## config.mk

```make
export PLATFORM = sky130hd
export DESIGN_NAME = macc_sequencer
export DESIGN_NICKNAME = d
export VERILOG_FILES = /design/src/rtl/macc_sequencer.sv
export SDC_FILE = /design/constraint.sdc
export NUM_CORES = 1
export LEC_CHECK = 0
export CELL_PAD_IN_SITES_DETAIL_PLACEMENT = 2
export CELL_PAD_IN_SITES_GLOBAL_PLACEMENT = 2
export CORE_MARGIN = 2
export CORE_UTILIZATION = 30
export CTS_CLUSTER_SIZE = 25
export DETAILED_ROUTE_END_ITERATION = 8
export GPL_TIMING_DRIVEN = 1
export HOLD_SLACK_MARGIN = 0.06
export PLACE_DENSITY_LB_ADDON = 0.1
export SLEW_MARGIN = 30
export SYNTH_ARGS = -nofsm -noshare
export SYNTH_HDL_FRONTEND = slang
export SYNTH_SLANG_ARGS = --single-unit
```

## constraint.sdc

```tcl
create_clock -name CLK -period 4.7 [get_ports CLK]
set_input_delay 0.47 -clock CLK [delete_from_list [all_inputs] [get_ports CLK]]
set_output_delay 0.47 -clock CLK [all_outputs]
set_load 0.02 [all_outputs]
```

## src/rtl/macc_sequencer.sv

```systemverilog
// macc_sequencer: walks C = A x B in row-major order. For every C element it
// issues A/B reads across the inner dimension, then steers the accumulator
// (acc_clr/acc_en) MAC_LAT cycles later and writes the finished sum to C.
module macc_sequencer #(
  parameter int ADDR_MSB     = 11,
  parameter int IDX_SIZE_MSB = 3,
  parameter int MAC_LAT      = 2
) (
  input  logic                  CLK,
  input  logic                  RST,
  input  logic                  start,
  input  logic [IDX_SIZE_MSB:0] m_size,
  input  logic [IDX_SIZE_MSB:0] k_size,
  input  logic [IDX_SIZE_MSB:0] n_size,
  input  logic                  stall,
  output logic                  rd_en,
  output logic [ADDR_MSB:0]     a_addr,
  output logic [ADDR_MSB:0]     b_addr,
  output logic                  acc_en,
  output logic                  acc_clr,
  output logic                  c_wr,
  output logic [ADDR_MSB:0]     c_addr,
  output logic                  busy,
  output logic                  done
);

  localparam int AW = ADDR_MSB + 1;

  typedef enum logic [1:0] {
    S_IDLE  = 2'd0,
    S_RUN   = 2'd1,
    S_DRAIN = 2'd2,
    S_DONE  = 2'd3
  } state_t;

  // Largest index for a log2 size; sizes at or beyond the address width
  // saturate to all ones, which is the aliasing case software must avoid.
  function automatic logic [AW-1:0] size_max(input logic [IDX_SIZE_MSB:0] sz);
    logic [AW:0] one_sh;
    logic [AW:0] mx;
    one_sh = {{AW{1'b0}}, 1'b1} << sz;
    mx     = one_sh - 1'b1;
    return mx[AW-1:0];
  endfunction

  // Linearized address (hi << sh) | lo, truncated to the address width.
  function automatic logic [AW-1:0] lin_addr(input logic [AW-1:0] hi,
                                             input logic [AW-1:0] lo,
                                             input logic [IDX_SIZE_MSB:0] sh);
    return (hi << sh) | lo;
  endfunction

  state_t state_q, state_d;

  logic [IDX_SIZE_MSB:0] ms_q, ms_d;
  logic [IDX_SIZE_MSB:0] ks_q, ks_d;
  logic [IDX_SIZE_MSB:0] ns_q, ns_d;

  logic [AW-1:0] i_q, i_d;
  logic [AW-1:0] j_q, j_d;
  logic [AW-1:0] k_q, k_d;

  // Side-band pipeline: one entry per read issue, travelling with the
  // MAC datapath so the accumulator controls line up with the products.
  logic [MAC_LAT-1:0] sb_vld_q, sb_vld_d;
  logic [MAC_LAT-1:0] sb_first_q, sb_first_d;
  logic [MAC_LAT-1:0] sb_last_q, sb_last_d;
  logic [AW-1:0]      sb_caddr_q [MAC_LAT];
  logic [AW-1:0]      sb_caddr_d [MAC_LAT];

  logic          wr_pend_q, wr_pend_d;
  logic [AW-1:0] c_addr_q, c_addr_d;

  logic          issue;
  logic          k_last, j_last, i_last;
  logic [AW-1:0] k_max, j_max, i_max;

  // Issue qualifier and wrap detection for the i/j/k walk.
  always_comb begin
    issue  = (state_q == S_RUN) && !stall;
    k_max  = size_max(ks_q);
    j_max  = size_max(ns_q);
    i_max  = size_max(ms_q);
    k_last = (k_q == k_max);
    j_last = (j_q == j_max);
    i_last = (i_q == i_max);
  end

  // Next-state logic for the FSM, counters, side-band pipe and C write.
  always_comb begin
    state_d    = state_q;
    ms_d       = ms_q;
    ks_d       = ks_q;
    ns_d       = ns_q;
    i_d        = i_q;
    j_d        = j_q;
    k_d        = k_q;
    sb_vld_d   = sb_vld_q;
    sb_first_d = sb_first_q;
    sb_last_d  = sb_last_q;
    sb_caddr_d = sb_caddr_q;
    wr_pend_d  = wr_pend_q;
    c_addr_d   = c_addr_q;

    case (state_q)
      S_IDLE: begin
        // Stall does not block a start; sizes are only sampled here.
        if (start) begin
          ms_d    = m_size;
          ks_d    = k_size;
          ns_d    = n_size;
          i_d     = '0;
          j_d     = '0;
          k_d     = '0;
          state_d = S_RUN;
        end
      end
      S_RUN: begin
        if (!stall) begin
          if (k_last) begin
            k_d = '0;
            if (j_last) begin
              j_d = '0;
              if (i_last) begin
                i_d     = '0;
                state_d = S_DRAIN;
              end else begin
                i_d = i_q + 1'b1;
              end
            end else begin
              j_d = j_q + 1'b1;
            end
          end else begin
            k_d = k_q + 1'b1;
          end
        end
      end
      S_DRAIN: begin
        // The pending write (if any) goes out in this same non-stalled cycle.
        if (!stall && (sb_vld_q == '0)) state_d = S_DONE;
      end
      S_DONE: begin
        if (!stall) state_d = S_IDLE;
      end
      default: state_d = S_IDLE;
    endcase

    if (!stall) begin
      for (int s = MAC_LAT - 1; s >= 1; s--) begin
        sb_vld_d[s]   = sb_vld_q[s-1];
        sb_first_d[s] = sb_first_q[s-1];
        sb_last_d[s]  = sb_last_q[s-1];
        sb_caddr_d[s] = sb_caddr_q[s-1];
      end
      sb_vld_d[0]   = issue;
      sb_first_d[0] = (k_q == '0);
      sb_last_d[0]  = k_last;
      sb_caddr_d[0] = lin_addr(i_q, j_q, ns_q);

      // A completed sum leaving the pipe is written on the next free cycle.
      wr_pend_d = sb_vld_q[MAC_LAT-1] && sb_last_q[MAC_LAT-1];
      if (sb_vld_q[MAC_LAT-1] && sb_last_q[MAC_LAT-1]) begin
        c_addr_d = sb_caddr_q[MAC_LAT-1];
      end
    end
  end

  // Control state: reset abandons any in-flight work.
  always_ff @(posedge CLK) begin
    if (RST) begin
      state_q   <= S_IDLE;
      ms_q      <= '0;
      ks_q      <= '0;
      ns_q      <= '0;
      i_q       <= '0;
      j_q       <= '0;
      k_q       <= '0;
      sb_vld_q  <= '0;
      wr_pend_q <= 1'b0;
      c_addr_q  <= '0;
    end else begin
      state_q   <= state_d;
      ms_q      <= ms_d;
      ks_q      <= ks_d;
      ns_q      <= ns_d;
      i_q       <= i_d;
      j_q       <= j_d;
      k_q       <= k_d;
      sb_vld_q  <= sb_vld_d;
      wr_pend_q <= wr_pend_d;
      c_addr_q  <= c_addr_d;
    end
  end

  // Side-band payload: qualified by sb_vld_q, so it needs no reset.
  always_ff @(posedge CLK) begin
    sb_first_q <= sb_first_d;
    sb_last_q  <= sb_last_d;
    sb_caddr_q <= sb_caddr_d;
  end

  // Output decode; stall masks every strobe while addresses hold.
  always_comb begin
    rd_en   = issue;
    a_addr  = lin_addr(i_q, k_q, ks_q);
    b_addr  = lin_addr(k_q, j_q, ns_q);
    acc_en  = sb_vld_q[MAC_LAT-1] && !stall;
    acc_clr = sb_vld_q[MAC_LAT-1] && sb_first_q[MAC_LAT-1] && !stall;
    c_wr    = wr_pend_q && !stall;
    c_addr  = c_addr_q;
    busy    = (state_q != S_IDLE);
    done    = (state_q == S_DONE) && !stall;
  end

endmodule
```

==> flow_summary.ini, run 1 <==
[clocking]
clk_latency_ns = 0.37
cts_sinks = 93
cts_tree = yes
post_cts_buffers = 0
clock-root-buffer = clkbuf_16
cts_resized = 0
ctsHoldBuffers = 0
clk_pin_slew_ns = 0.09
numCtsBuffers = 9
cts_buffer_depth = 2
cts_max_level = 3

[timing]
drv_slew = 0
hold_viol = 0
final.min_clock_period_ns = 4.14
clock.fmax_mhz = 241
tns_ns = 0
skew_ns = 0.0179
hold-worst-slack_ns = 0.421
rsz0062_at_grt = false
setup_viol = 0
fin_ws_ns = 0.558
finalCritPeriodShare_pct = 88.1
slew-limit-headroom_pct = 41.7
worstMarginPinSlew_ns = 0.870

[drt]
ant_nets = 0
drtIter0Drc = 289
routed_wl_microns = 24600
drcViolationCount = 0
firstDrtPassIters = 4
via_count = 6591
drt-vias-per-instance = 5.80
routedWlPerCell_microns = 21.6

[yosys]
synth_top_cell_by_area = dfxtp_1
synth_edf_count = 28
yosysSeqAreaShare_pct = 31.9
yosys-top-cells-area = dfxtp_1, edfxtp_1, a21oi_1
synth_xor_area_share_pct = 3.13
synth_cell_types = 74
syn_avg_cell_area_sq_um = 7.88
muxShareOfSynthArea_pct = 6.80
yosys.area_share.simple_pct = 24.1
synthCells = 853
synth-async-reset-ratio_pct = 0
synth.most_common_cell = nand2_1
synth_common_cells = nand2_1, a21oi_1, clkbuf_1
synthAdderAreaFrac_pct = 2.23
synth_top_area_share_pct = 19.4
synth_top_family_by_area = compound AO/OA/AOI/OAI gates
syn-num-nets = 881
synthesis.area_sq_mm = 0.00672
ys_seq_elements = 93
synth-compound-area-share_pct = 24.9
yosysWarnings = 0
synth_ff_type = dfxtp_1

[setup_path]
worst-setup-path-type = reg -> reg
slowest_delay_ns = 0.76
end_kind = register
crit_fanout = 16
startpoint_type = register
crit_chain = nor3_1 -> nand2_1 -> ha_1 -> or4b_1 -> mux2i_1 -> o211a_1 -> o2111ai_1 -> o21a_1 -> o31ai_2 -> a21oi_1
crit_required_ns = 4.91
slowest_stage = o31ai_2
arrival_ns = 4.36

[die]
floorplan.initialDensity_pct = 30.7
die_x_microns = 154
io_pins = 58
row_count = 54
core_area_sq_mm = 0.0219
die_h_microns = 154
dieArea_sq_mm = 0.0236

[pwr]
vdd_ir_drop_max_uv = 253
p_leak_nw = 2.57
p_total_mw = 3.35
power_density_mw_per_mm2 = 433

[placed_design]
place_congestion = 0.828
io_buffers = 57
dpl.hpwl_microns = 17900
placedCellCount = 1120
dpl-instance-area_sq_mm = 0.00744
place_ws_ns = 0.525

[finish]
layout-drive-gt1-share_pct = 6.89
final_core_util_pct = 35.4
stdcell_count = 1137
syn2layout_area_growth_pct = 15.2
final_cell_area_sq_mm = 0.00774
fin_nets = 879

[min_path]
hp-class = reg -> reg

[flow_run]
maxCapViolCount = 0

[global_routing]
grt_pass1_vias = 7026
antenna_found_initial = 0
grt_start_max_net_pins = 55
grt_usage_pct = 20.8
overflow = 0
grt_pass1_wl_microns = 39500

[outcome]
status = finished, final reports clean
==> critical path, delay by kind of cell, from the launching register on <==
family / cells / cell delay [ns]
AO/OA/AOI/OAI: 5 / 1.83
AND/OR/NAND/NOR: 3 / 0.84
flip-flops: 1 / 0.65
adder cells (fa/ha/maj): 1 / 0.49
multiplexers: 1 / 0.18
==> placed cells by master (no fill, tap or decap), types with 9 or more instances in the layout <==
cell type,n
clkdlybuf4s50_1,56
xnor2_1,15
or3_1,14
nand4_1,14
or4_1,15
buf_4,18
o21bai_1,16
nand3_1,19
nor3_1,30
a31oi_1,9
and3_1,9
mux2i_1,31
o31ai_1,20
ha_1,12
a211oi_1,11
edfxtp_1,28
nor2b_1,17
inv_1,32
xor2_1,9
nor2_1,43
nand2_1,94
a21oi_1,87
dfxtp_1,65
clkbuf_16,9
o21ai_0,42
==> path summary, 6_finish.rpt <==
kind                            slack (ns)                 endpoint                     start  depth (start not counted)
worst max-delay path                  0.56      j_q[8]$_SDFFE_PP0P_      ks_q[1]$_SDFFE_PP0P_                         10
worst min-delay path                  0.42  sb_caddr_q[8]$_DFFE_PN_  sb_caddr_q[20]$_DFFE_PN_                          0
worst max register to register        0.56      j_q[8]$_SDFFE_PP0P_      ks_q[1]$_SDFFE_PP0P_                         10
worst min register to register        0.42  sb_caddr_q[8]$_DFFE_PN_  sb_caddr_q[20]$_DFFE_PN_                          0
==> cells by family after synthesis <==
family,count (synthesis)
mux,41
simple gates,306
fa+ha+maj,12
flops,93
compound gates,256
xor+xnor,24
buf+inv,121
==> state kept, by name, indices dropped and copies added, names as in the netlist <==
signal / cells
ns_q: 4
k_q: 12
ms_q: 4
j_q: 12
sb_last_q: 2
wr_pend_q: 1
sb_first_q: 2
sb_vld_q: 2
c_addr: 12
state_q: 2
sb_caddr_q: 24
i_q: 12
ks_q: 4
==> where the power goes <==
part	switching, mW	leakage (nW)	internal [mW]	total, mW
Sequential	0.0880	0.808	0.896	0.984
Combinational	1.05	1.62	0.564	1.61
Clock	0.378	0.143	0.377	0.755
Total	1.52	2.57	1.84	3.35
==> layer usage <==
layer,vias up,track usage (%),part of all wire (%)
li1,3129,-,-
met1,3352,27.0,46
met2,85,37.2,50
met3,25,2.51,2.3
met4,0,4.50,1.6
met5,-,0,0
==> layout make-up <==
type | instances | area, sq um
Multi-Input combinational cell | 639 | 4130
Timing Repair Buffer | 75 | 701
Antenna cell | 1 | 2.50
Inverter | 33 | 124
Clock buffer | 9 | 225
Fill cell | 2485 | 14100
Tap cell | 280 | 350
Clock inverter | 7 | 72.6
Sequential cell | 93 | 2140
No activity file was read; power rests on OpenSTA's default activity.
==> run 2, diff against run 1 <==
--- a/config.mk
+++ b/config.mk
@@ -8,7 +8,7 @@
 export CELL_PAD_IN_SITES_DETAIL_PLACEMENT = 2
 export CELL_PAD_IN_SITES_GLOBAL_PLACEMENT = 2
 export CORE_MARGIN = 2
-export CORE_UTILIZATION = 30
+export CORE_UTILIZATION = 35
 export CTS_CLUSTER_SIZE = 25
 export DETAILED_ROUTE_END_ITERATION = 8
 export GPL_TIMING_DRIVEN = 1
==> run 2 against run 1 <==
Net effect: critical path depth rose by 1; combinational power barely moved; utilization rose by 5.7 points; global-route usage rose by 3.9 points; sequential cell count did not move; via count rose by 0.80%; total power rose by 1.5%; routed wire length rose by 0.82%; critical path type unchanged; largest cell class unchanged; highest routed layer unchanged.
==> flow_summary.ini, run 2 (same netlist as run 1, synthesis figures left out) <==
[timing]
tns_ns = 0
worstMarginPinSlew_ns = 0.990
setup_viol = 0
skew_ns = 0.0133
clock.fmax_mhz = 230
final.min_clock_period_ns = 4.34
hold_viol = 0
rsz0062_at_grt = false
drv_slew = 0
fin_ws_ns = 0.356
slew-limit-headroom_pct = 33.7
finalCritPeriodShare_pct = 92.4

[die]
die_h_microns = 143
die_x_microns = 143
floorplan.initialDensity_pct = 35.8
io_pins = 58
dieArea_sq_mm = 0.0203
core_area_sq_mm = 0.0188
row_count = 50

[pwr]
vdd_ir_drop_max_uv = 430
switching_share_pct = 45.4
power_density_mw_per_mm2 = 441
p_leak_nw = 2.59
pwr-share-seq_pct = 29.4
comb_power_share_pct = 48.3
internal_power_mw = 1.86
p_sw_mw = 1.54
clkPwrFrac_pct = 22.2

[global_routing]
grt_usage_pct = 24.8
grt_pass1_wl_microns = 39500
antenna_found_initial = 0
grt_start_max_net_pins = 55
overflow = 0
grt_pass1_vias = 7132

[setup_path]
slowest_delay_ns = 0.78
startpoint_type = register
crit_required_ns = 4.98
worst-setup-path-type = reg -> reg
cp_num_buf_inv = 1
arrival_ns = 4.62
crit_chain = or2_4 -> nor3_1 -> inv_1 -> ha_1 -> or3b_1 -> a211o_1 -> o221a_1 -> or4_4 -> o41a_4 -> or4_1 -> a21oi_1
end_kind = register
slowest_stage = dfxtp_1
crit_fanout = 21
cp_top_family = simple AND/OR/NAND/NOR gates

[outcome]
status = finished, final reports clean

[placed_design]
place_congestion = 0.833
dpl.hpwl_microns = 17500
place_ws_ns = 0.437
placedCellCount = 1078
io_buffers = 57

[finish]
antenna_cells = 0
fill_cells = 2115
final_core_util_pct = 41.1
syn2layout_area_growth_pct = 14.7
final_cell_mix = nand2_1, a21oi_1, dfxtp_1
layout-drive-gt1-share_pct = 7.21
stdcell_count = 1094
final_common_cell = nand2_1
fin_nets = 883
top_register = sb_caddr_q
largest_reg_flops = 24

[clocking]
cts_sinks = 93
cts_tree = yes
cts_resized = 0
numCtsBuffers = 9
clk_latency_ns = 0.36
cts_buffer_depth = 2
ctsHoldBuffers = 0
post_cts_buffers = 0
clk_pin_slew_ns = 0.08
cts_max_level = 3
clock-root-buffer = clkbuf_16

[drt]
routed_wl_microns = 24800
drt-vias-per-instance = 6.07
firstDrtPassIters = 4
drtIter0Drc = 450
ant_nets = 0
via_count = 6644
routedWlPerCell_microns = 22.7
drcViolationCount = 0

[flow_run]
maxCapViolCount = 0

[min_path]
hp-class = reg -> reg
run 2: cell types whose count changed in the layout (fill, tap and decap cells not counted):
| cell | before | now |
|---|---|---|
| inv_8 | 2 | 3 |
| a21oi_2 | 1 | 0 |
| clkinv_4 | 1 | 0 |
| diode_2 | 1 | 0 |
| o21ai_2 | 0 | 1 |
| a21oi_1 | 87 | 88 |
| buf_4 | 18 | 22 |
| o21ai_4 | 1 | 0 |
run 2: worst paths after layout:
kind	startpoint	end	slack (ns)	depth (start not counted)
setup / recovery	ns_q[3]$_SDFFE_PP0P_	i_q[11]$_SDFFE_PP0P_	0.36	11
hold / removal	sb_caddr_q[21]$_DFFE_PN_	sb_caddr_q[9]$_DFFE_PN_	0.43	0
setup reg to reg	ns_q[3]$_SDFFE_PP0P_	i_q[11]$_SDFFE_PP0P_	0.36	11
hold reg to reg	sb_caddr_q[21]$_DFFE_PN_	sb_caddr_q[9]$_DFFE_PN_	0.43	0
run 2: metrics by stage:
step | hold WS [ns] | total power, mW | instance area (sq um)
5_1_grt | 0.433 | 3.62 | 7700
2_1_floorplan | 0.400 | 2.08 | 6720
4_1_cts | 0.429 | 3.42 | 7700
6_report | 0.425 | 3.40 | 7700
3_3_place_gp | 0.403 | 2.54 | 7400
3_5_place_dp | 0.413 | 2.64 | 7400
run 2: final cells by class:
cell class | instances | area (sq um) | area share, %
timing repair buffer | 79 | 731 | 9.48
clock inverter | 7 | 75.1 | 0.974
sequential | 93 | 2140 | 27.8
multi-input combinational | 639 | 4120 | 53.4
tap | 234 | 293 | 3.80
clock buffer | 9 | 225 | 2.92
inverter | 33 | 124 | 1.61
run 2: per-layer routing:
metal | GRT usage [%] | wire [microns]
met5 | 0 | 0
met3 | 2.39 | 636
met2 | 44.8 | 12800
met4 | 7.09 | 485
met1 | 31.2 | 10900
run 2: power by group through the flow:
stage               clock network [mW]  logic (mW)  registers [mW]
CTS                              0.774        1.65            1.00
global placement                     0        1.54            1.01
floorplan                            0        1.14           0.947
finish                           0.757        1.64            1.00
detailed placement                   0        1.63            1.02
global route                     0.800        1.80            1.01
